--- src/rtl/router_out_arbiter.sv ---
// Per-destination output arbiter: round-robin packet ownership among four sources,
// a registered forwarding stage, and a small register window (enable mask, status, counters).
module router_out_arbiter #(
  parameter int          DW      = 8,
  parameter int          TIMEOUT = 16,
  parameter logic [7:0]  BASE    = 8'h00
) (
  input  logic            clk,
  input  logic            reset,
  input  logic [3:0]      req,
  input  logic [4*DW-1:0] src_data,
  input  logic [3:0]      src_valid,
  output logic [3:0]      grant,
  output logic [DW-1:0]   da,
  output logic            da_valid,
  input  logic            wr,
  input  logic            rd,
  input  logic [7:0]      addr,
  input  logic [7:0]      wdata,
  output logic [7:0]      rdata
);

  typedef enum logic [1:0] {IDLE, WAIT, XFER} state_t;

  localparam int TW = $clog2(TIMEOUT + 1);

  state_t          state, state_nxt;
  logic [1:0]      owner, last, pick;
  logic            found;
  logic [3:0]      en_mask, eligible;
  logic            sticky;
  logic [7:0]      cnt [4];
  logic [TW-1:0]   tcount;
  logic            own_valid;
  logic [DW-1:0]   own_data;
  logic            timeout_hit, pkt_end;
  logic [7:0]      offset;
  logic [7:0]      rd_val;

  assign own_valid = src_valid[owner];
  assign own_data  = src_data[int'(owner)*DW +: DW];
  assign eligible  = req & en_mask;
  assign offset    = addr - BASE;

  // Arbitration, end-of-ownership detection and next state.
  always_comb begin
    // NOTE: every always_comb output gets a default first so no path can infer a latch.
    found       = 1'b0;
    pick        = last;
    state_nxt   = state;
    // Search starts one past the previous owner so each source gets a turn.
    for (int k = 1; k <= 4; k++) begin
      if (!found && eligible[2'(last + 2'(k))]) begin
        found = 1'b1;
        pick  = 2'(last + 2'(k));
      end
    end
    timeout_hit = (state == WAIT) && !own_valid && (tcount == TW'(TIMEOUT - 1));
    pkt_end     = (state == XFER) && !own_valid;
    case (state)
      IDLE:    if (found) state_nxt = WAIT;
      WAIT:    if (own_valid) state_nxt = XFER;
               else if (timeout_hit) state_nxt = IDLE;
      XFER:    if (!own_valid) state_nxt = IDLE;
      default: state_nxt = IDLE;
    endcase
  end

  always_comb begin
    rd_val = 8'h00;
    case (offset)
      8'h00:   rd_val = {4'b0000, en_mask};
      8'h01:   rd_val = {4'b0000, sticky, (state != IDLE), owner};
      8'h02:   rd_val = cnt[0];
      8'h03:   rd_val = cnt[1];
      8'h04:   rd_val = cnt[2];
      8'h05:   rd_val = cnt[3];
      default: rd_val = 8'h00;
    endcase
  end

  // NOTE: sequential state uses non-blocking assignments so every register samples pre-edge values.
  always_ff @(posedge clk) begin
    if (reset) state <= IDLE;
    else       state <= state_nxt;
  end

  always_ff @(posedge clk) begin
    if (reset) begin
      grant    <= 4'b0000;
      da       <= '0;
      da_valid <= 1'b0;
      owner    <= 2'd0;
      last     <= 2'd3;
      tcount   <= '0;
    end else begin
      da_valid <= 1'b0;
      case (state)
        IDLE: if (found) begin
          owner  <= pick;
          grant  <= 4'b0001 << pick;
          tcount <= '0;
        end
        WAIT: begin
          // The byte that ends the wait is already the first byte of the packet.
          if (own_valid) begin
            da       <= own_data;
            da_valid <= 1'b1;
          end else if (timeout_hit) begin
            grant <= 4'b0000;
            last  <= owner;
          end else begin
            tcount <= tcount + TW'(1);
          end
        end
        XFER: begin
          if (own_valid) begin
            da       <= own_data;
            da_valid <= 1'b1;
          end else begin
            grant <= 4'b0000;
            last  <= owner;
          end
        end
        default: ;
      endcase
    end
  end

  // Register window; a counter clear takes priority over a same-cycle increment.
  always_ff @(posedge clk) begin
    if (reset) begin
      // NOTE: the counter array is a handful of flops, so it is reset like any other state.
      for (int i = 0; i < 4; i++) cnt[i] <= 8'h00;
      en_mask <= 4'hF;
      sticky  <= 1'b0;
      rdata   <= 8'h00;
    end else begin
      for (int i = 0; i < 4; i++) begin
        if (wr && offset == 8'(i + 2))
          cnt[i] <= 8'h00;
        else if (pkt_end && owner == 2'(i))
          cnt[i] <= cnt[i] + 8'd1;
      end
      if (wr && offset == 8'h00) en_mask <= wdata[3:0];
      if (timeout_hit)
        sticky <= 1'b1;
      else if (wr && offset == 8'h01 && wdata[3])
        sticky <= 1'b0;
      if (rd) rdata <= rd_val;
    end
  end

endmodule

--- config.mk ---
export PLATFORM = sky130hd
export DESIGN_NAME = router_out_arbiter
export DESIGN_NICKNAME = d
export VERILOG_FILES = /design/src/rtl/router_out_arbiter.sv
export SDC_FILE = /design/constraint.sdc
export NUM_CORES = 1
export LEC_CHECK = 0
export ABC_CLOCK_PERIOD_IN_PS = 2900
export BUFFER_PORTS_ARGS = -buffer_cell sky130_fd_sc_hd__buf_4
export CORE_MARGIN = 4
export CORE_UTILIZATION = 40
export CTS_BUF_LIST = sky130_fd_sc_hd__clkbuf_8
export DETAILED_ROUTE_END_ITERATION = 10
export GPL_TIMING_DRIVEN = 0
export PLACE_DENSITY = 0.71
export SLEW_MARGIN = 30
export SYNTH_ARGS = -nofsm -noshare
export SYNTH_HDL_FRONTEND = slang
export SYNTH_SLANG_ARGS = --single-unit
--- constraint.sdc ---
create_clock -name clk -period 2.9 [get_ports clk]
set_input_delay 0.58 -clock clk [delete_from_list [all_inputs] [get_ports clk]]
set_output_delay 0.58 -clock clk [all_outputs]
set_load 0.05 [all_outputs]
==> metrics.yaml, run 1 <==
holdPathStages: 2
crit_chain: "buf_4, clkbuf_1, clkbuf_1, a31oi_1, nand2b_1"
critPathKind: "primary input to register"
cpMaxStageDelayCell: "clkbuf_1"
fillers: 890
grt_pass1_vias: 3232
wl_per_cell_um: 15.5
multiInputGateArea_um2: 2020
core_um2: 9280
reg2reg_to: "cnt[1][7]"
yosysWarnings: 0
drtPass1Iterations: 4
fin_crit_ns: 2.32
antenna_found_initial: 0
detail-route-antenna-nets: 0
rows: 35
finalCritPeriodShare: 0.801
cts_buffers: 9
cp.arrival_ns: 2.34
cts_hold_buf: 0
rsz0062_at_grt: "false"
routed_wl_um: 9430
intPower_uw: 1950
syn-num-nets: 460
initial_core_util: 0.413
cts.sinks: 69
slew_headroom: 0.569
synth.distinct_cells: 48
hold_violations: 0
seq_power_share: 0.404
reg2reg_from: "owner[0]"
finalWeightedCongestion: 0.816
p_per_area_nw_per_um2: 634
drive_gt1_frac: 0.233
synth_cells: 390
startpoint_type: "primary input"
netlist_area_um2: 3840
cts_max_level: 3
tightestPinTransition_ns: 0.646
root_buffer: "clkbuf_8"
num_vias: 3195
combPwrFrac: 0.335
switching_share: 0.353
grt_max_degree: 13
timing.reg2reg.setup_slack_ns: 0.65
cpPeakStageDelay_ns: 0.54
die_width_um: 106
nets: 545
route.detailed.drc: 0
final_cell_mix: "buf_4 (74), nor2_1 (51), dfxtp_1 (37)"
crit_required_ns: 2.91
power.leakage_uw: 0.00188
irDropWorstVdd_mv: 0.314
antenna-diode-count: 0
routed_via_density: 5.25
setup_viol: 0
ys.flop_type: "dfxtp_1"
finClkSkew_ns: 0.0114
syn_to_final_growth_pct: 23.7
p_switching_uw: 1060
final_util: 0.511
slew_violations: 0
ys_ff_latch: 69
grt_usage: 0.176
synth_seq_area_share: 0.443
seq_area_um2: 1700
insertion_delay_ns: 0.36
drtIter0Drc: 156
hpwl_um: 7270
outcome: "finished, final reports clean"
grt_overflow: 0
cts_tree: "yes"
crit_top_cell: "clkbuf_1"
fp.dieH_um: 106
cts.repair.resized: 0
io_pins: 81
crit_start: "addr[0]"
syn_avg_cell_area_um2: 9.84
reg2regPathDepth: 5
async_flop_share: 0
cp-end-kind: "register"
fmax_mhz: 430
endpoint: "cnt[3][7]"
synth_edf_count: 32
final_common_cell: "buf_4"
grt_first_pass_wirelength_um: 15800
io_buffers: 74
cts_buffer_depth: 2
die-area_um2: 11200
clock_power_share: 0.261
clk_pin_slew_ns: 0.08
fin_tns_setup_ns: 0
crit_fanout: 10
maxCapViolCount: 0
post-cts-setup-buffers: 0
min_path_type: "register to register"
==> power groups by stage <==
stage | Clock, µW | Combinational (µW) | Sequential [µW]
2_1_floorplan | 0 | 568 | 1380
4_1_cts | 795 | 1010 | 1220
5_1_grt | 837 | 1100 | 1230
6_report | 787 | 1010 | 1220
3_3_place_gp | 0 | 995 | 1230
3_5_place_dp | 0 | 1010 | 1240
==> final cells by class <==
cell class                      instances  area share
Clock inverter                          6      0.0116
Timing Repair Buffer                   74       0.117
Sequential cell                        69       0.358
Inverter                               13      0.0103
Buffer                                 16      0.0145
Clock buffer                           10      0.0290
Multi-Input combinational cell        292       0.425
Tap cell                              129      0.0340
==> sequential cells by signal, summed over array words and instances (netlist names) <==
signal / count
grant: 4
tcount: 5
cnt: 32
en_mask: 4
rdata: 8
sticky: 1
last: 2
owner: 2
state: 2
da: 8
da_valid: 1
==> critical path: cells and delay by family <==
family | cells | cell delay (ns)
AO/OA/AOI/OAI | 1 | 0.24
buffers and inverters | 3 | 1.12
AND/OR/NAND/NOR | 1 | 0.38
==> cell families (layout without fill, tap and decap cells) <==
| logic type | count (synthesis) | after routing | synth area share |
|---|---|---|---|
| DFF | 69 | 69 | 0.443 |
| AOI/OAI and AO/OA | 65 | 65 | 0.103 |
| adders and majority gates | 10 | 10 | 0.0326 |
| xor gates and xnor gates | 24 | 24 | 0.0548 |
| and+or+nand+nor | 167 | 167 | 0.225 |
| buffers and inverters | 29 | 119 | 0.0306 |
| muxes | 26 | 26 | 0.110 |
==> stage by stage <==
step | power [µW] | hold slack [ns] | cell area [µm²] | worst slack [ns] | std cells
final | 3010 | 0.462 | 4750 | 0.576 | 609
after global routing | 3170 | 0.489 | 4750 | 0.350 | 609
after CTS | 3020 | 0.466 | 4750 | 0.549 | 609
after detailed placement | 2240 | 0.454 | 4550 | 0.186 | 593
after global placement | 2230 | 0.445 | 4550 | 0.282 | 593
after floorplan | 1950 | 0.439 | 3840 | 0.627 | 390
==> how the worst min path moves through the flow <==
| stage | from | endpoint | slack (ns) |
|---|---|---|---|
| 2_1_floorplan | sticky | sticky | 0.44 |
| 3_3_place_gp | da[7] | da[7] | 0.44 |
| 3_5_place_dp | da[5] | da[5] | 0.45 |
| 4_1_cts | da[5] | da[5] | 0.47 |
| 5_1_grt | da[0] | da[0] | 0.49 |
| 6_report | da[0] | da[0] | 0.46 |
==> per-layer routing <==
layer / up-vias / global-route usage / routed length (µm)
li1: 1581 / - / -
met1: 1522 / 0.224 / 4250
met2: 82 / 0.300 / 4550
met3: 10 / 0.0370 / 516
met4: 0 / 0.0527 / 104
met5: - / 0 / 0
==> synthesized netlist by cell type, types with 2 or more instances <==
master	instances	area share
nor3_1	5	0.0065
xor2_1	16	0.037
and3_1	13	0.021
a211o_1	2	0.0046
a22oi_1	3	0.0059
or2_2	3	0.0049
or3_1	2	0.0033
a21oi_1	28	0.037
clkbuf_1	14	0.014
o41ai_1	2	0.0046
mux4_2	13	0.076
nor2_1	51	0.050
nand2b_1	10	0.016
o31ai_1	5	0.0098
ha_1	10	0.033
nand3b_1	7	0.014
nor2b_1	9	0.015
dfxtp_1	37	0.19
mux2i_1	13	0.034
inv_1	13	0.013
a211oi_1	2	0.0039
nand3_1	19	0.025
a31oi_1	4	0.0065
edfxtp_1	32	0.25
xnor2_1	8	0.018
o21ai_0	7	0.0091
nand2_1	34	0.033
o22ai_1	8	0.013
Power figures use the tool's default switching activity.
==> run 2, diff against run 1 <==
--- a/config.mk
+++ b/config.mk
@@ -5,14 +5,15 @@
 export SDC_FILE = /design/constraint.sdc
 export NUM_CORES = 1
 export LEC_CHECK = 0
-export ABC_CLOCK_PERIOD_IN_PS = 2900
+export ABC_AREA = 1
+export ABC_CLOCK_PERIOD_IN_PS = 2100
 export BUFFER_PORTS_ARGS = -buffer_cell sky130_fd_sc_hd__buf_4
 export CORE_MARGIN = 4
 export CORE_UTILIZATION = 40
 export CTS_BUF_LIST = sky130_fd_sc_hd__clkbuf_8
 export DETAILED_ROUTE_END_ITERATION = 10
 export GPL_TIMING_DRIVEN = 0
-export PLACE_DENSITY = 0.71
+export PLACE_DENSITY = 0.72
 export SLEW_MARGIN = 30
 export SYNTH_ARGS = -nofsm -noshare
 export SYNTH_HDL_FRONTEND = slang
==> constraint.sdc (replaced) <==
create_clock -name clk -period 2.1 [get_ports clk]
set_input_delay 0.42 -clock clk [delete_from_list [all_inputs] [get_ports clk]]
set_output_delay 0.42 -clock clk [all_outputs]
set_load 0.05 [all_outputs]
==> run 2 against run 1 <==
Combinational power rose to 2.6 times the previous value. Clock power increased by 40%. Largest cell class unchanged. Count of clock-buffer cells in the layout is 1 higher. Global-route usage is 0.84 points higher. First-iteration DRC count down 5.8%. Sequential power grew 42%.
==> metrics.yaml, run 2 <==
finClkSkew_ns: 0.0102
synth_cells: 520
path_delay_family: "simple AND/OR/NAND/NOR gates"
root_buffer: "clkbuf_8"
route.detailed.drc: 0
min_path_type: "primary input to register"
fillers: 961
die_width_um: 109
ys_top_cells_by_count: "nand2_1 (116), inv_1 (64), nor2_1 (52)"
outcome: "finished, final reports clean"
slew_headroom: 0.570
cp.arrival_ns: 1.98
p_per_area_nw_per_um2: 1080
startpoint_type: "primary input"
cp_num_buf_inv: 2
initial_core_util: 0.412
final_util: 0.511
cts_buffer_depth: 2
reg2reg_to: "cnt[2][0]"
detail-route-antenna-nets: 0
rows: 36
netlist_area_um2: 4040
ys.flop_type: "dfxtp_1"
ys_ff_latch: 69
hpwl_um: 7970
p_switching_uw: 2370
yosysMostFrequentCell: "nand2_1"
irDropWorstVdd_mv: 0.584
grt_max_degree: 12
power.leakage_uw: 0.00221
power_uw: 5420
worstHoldStart: "wdata[2]"
cp-end-kind: "register"
grt_usage: 0.184
drtIter0Drc: 147
cpMaxStageDelayCell: "or2_2"
routed_via_density: 5.00
netlist.area_leader.share: 0.238
final_common_cell: "nand2_1"
multiInputGateArea_um2: 2050
tightestPinTransition_ns: 0.645
syn_avg_cell_area_um2: 7.77
min_to: "en_mask[2]"
insertion_delay_ns: 0.35
fmax_mhz: 520
reg2regPathDepth: 5
syn-num-nets: 590
combPwrFrac: 0.478
maxCapViolCount: 0
final_cell_mix: "nand2_1 (115), buf_4 (77), inv_1 (64)"
hold_violations: 0
synthTopCellsByArea: "edfxtp_1 (24%), dfxtp_1 (18%), nand2_1 (11%)"
fin_tns_setup_ns: 0
crit_required_ns: 2.16
largestRegisters: "cnt x32, da x8, rdata x8"
reg2reg_from: "owner[1]"
grt_first_pass_wirelength_um: 16900
setup_viol: 0
crit_chain: "buf_4, nor2_1, nand2_1, inv_1, nand4_2, or2_2, nand4_2, nand3_4"
grt_pass1_vias: 3667
crit_start: "addr[7]"
die-area_um2: 11800
cts_tree: "yes"
cts.sinks: 69
fp.dieH_um: 109
switching_share: 0.438
core_um2: 9820
drtPass1Iterations: 5
intPower_uw: 3050
cts_max_level: 3
cts_hold_buf: 0
finalWeightedCongestion: 0.860
timing.reg2reg.setup_slack_ns: 0.22
antenna-diode-count: 0
antenna_found_initial: 0
synth_seq_area_share: 0.421
io_pins: 81
syn_to_final_growth_pct: 24.2
largest_reg_flops: 32
largest_register: "cnt"
num_vias: 3725
rsz0062_at_grt: "false"
nets: 677
io_buffers: 76
seq_area_um2: 1700
grt_overflow: 0
clk_pin_slew_ns: 0.08
wl_per_cell_um: 13.7
finalCritPeriodShare: 0.916
fin_crit_ns: 1.92
drive_gt1_frac: 0.237
synth_edf_count: 32
cpPeakStageDelay_ns: 0.39
cts_buffers: 9
async_flop_share: 0
yosysWarnings: 0
crit_top_cell: "nand4_2"
routed_wl_um: 10200
critPathKind: "primary input to register"
synth.largest_area_cell: "edfxtp_1"
seq_power_share: 0.318
synth.distinct_cells: 42
holdPathStages: 3
crit_fanout: 9
clock_power_share: 0.204
slew_violations: 0
==> run 2: final cells by class <==
cell class	count	area share
flip-flops and latches	69	0.339
clock buffers	11	0.0302
well taps	133	0.0332
repair buffers	76	0.114
multi-input cells	369	0.408
plain buffers	7	0.00922
inverters	75	0.0571
clock inverters	5	0.00972
==> run 2: logic make-up after synthesis <==
group	synth area share
AOI/OAI and AO/OA	0.148
xor gates and xnor gates	0.0195
adders and majority gates	0.0310
buffers and inverters	0.0824
DFF	0.421
and+or+nand+nor	0.298
==> run 2: per-stage QoR <==
step	setup WS [ns]	hold WS [ns]	area, µm²	instances
3_3_place_gp	-0.291	0.457	4780	729
5_1_grt	0.0208	0.292	5020	745
4_1_cts	0.0243	0.274	4990	745
2_1_floorplan	0.127	0.450	4040	520
3_5_place_dp	-0.390	0.460	4780	729
6_report	0.177	0.278	5020	745
==> run 2: worst max-delay path by stage <==
stage / end / slack, ns / cells past startpoint
6_report: cnt[1][0] / 0.18 / 8
5_1_grt: cnt[1][1] / 0.02 / 8
4_1_cts: cnt[2][3] / 0.02 / 5
3_5_place_dp: cnt[1][0] / -0.39 / 8
3_3_place_gp: cnt[1][0] / -0.29 / 7
2_1_floorplan: cnt[1][0] / 0.13 / 6
==> run 2: power by group through the flow <==
stage | registers [µW] | logic, µW | clock network (µW)
6_report | 1730 | 2590 | 1100
5_1_grt | 1750 | 2870 | 1190
4_1_cts | 1730 | 2600 | 1120
3_5_place_dp | 1750 | 2590 | 0
3_3_place_gp | 1750 | 2540 | 0
2_1_floorplan | 2070 | 1650 | 0
==> run 2: what timing repair did <==
item	in CTS	in global routing
buffers inserted	0	0
resized for setup	2	6
endpoints found under the setup margin	16	32
==> run 2: worst reg2reg max path: cells and delay by family, from the launching register on <==
family	cells	cell delay, ns
flops	1	0.31
simple gates	3	1.02
buf+inv	2	0.25
==> run 2: routing by layer <==
metal	vias up	GRT usage	routed length [µm]
met3	16	0.0430	738
met4	0	0.0748	202
met2	107	0.309	5000
li1	1914	-	-
met1	1688	0.227	4260
met5	-	0	0
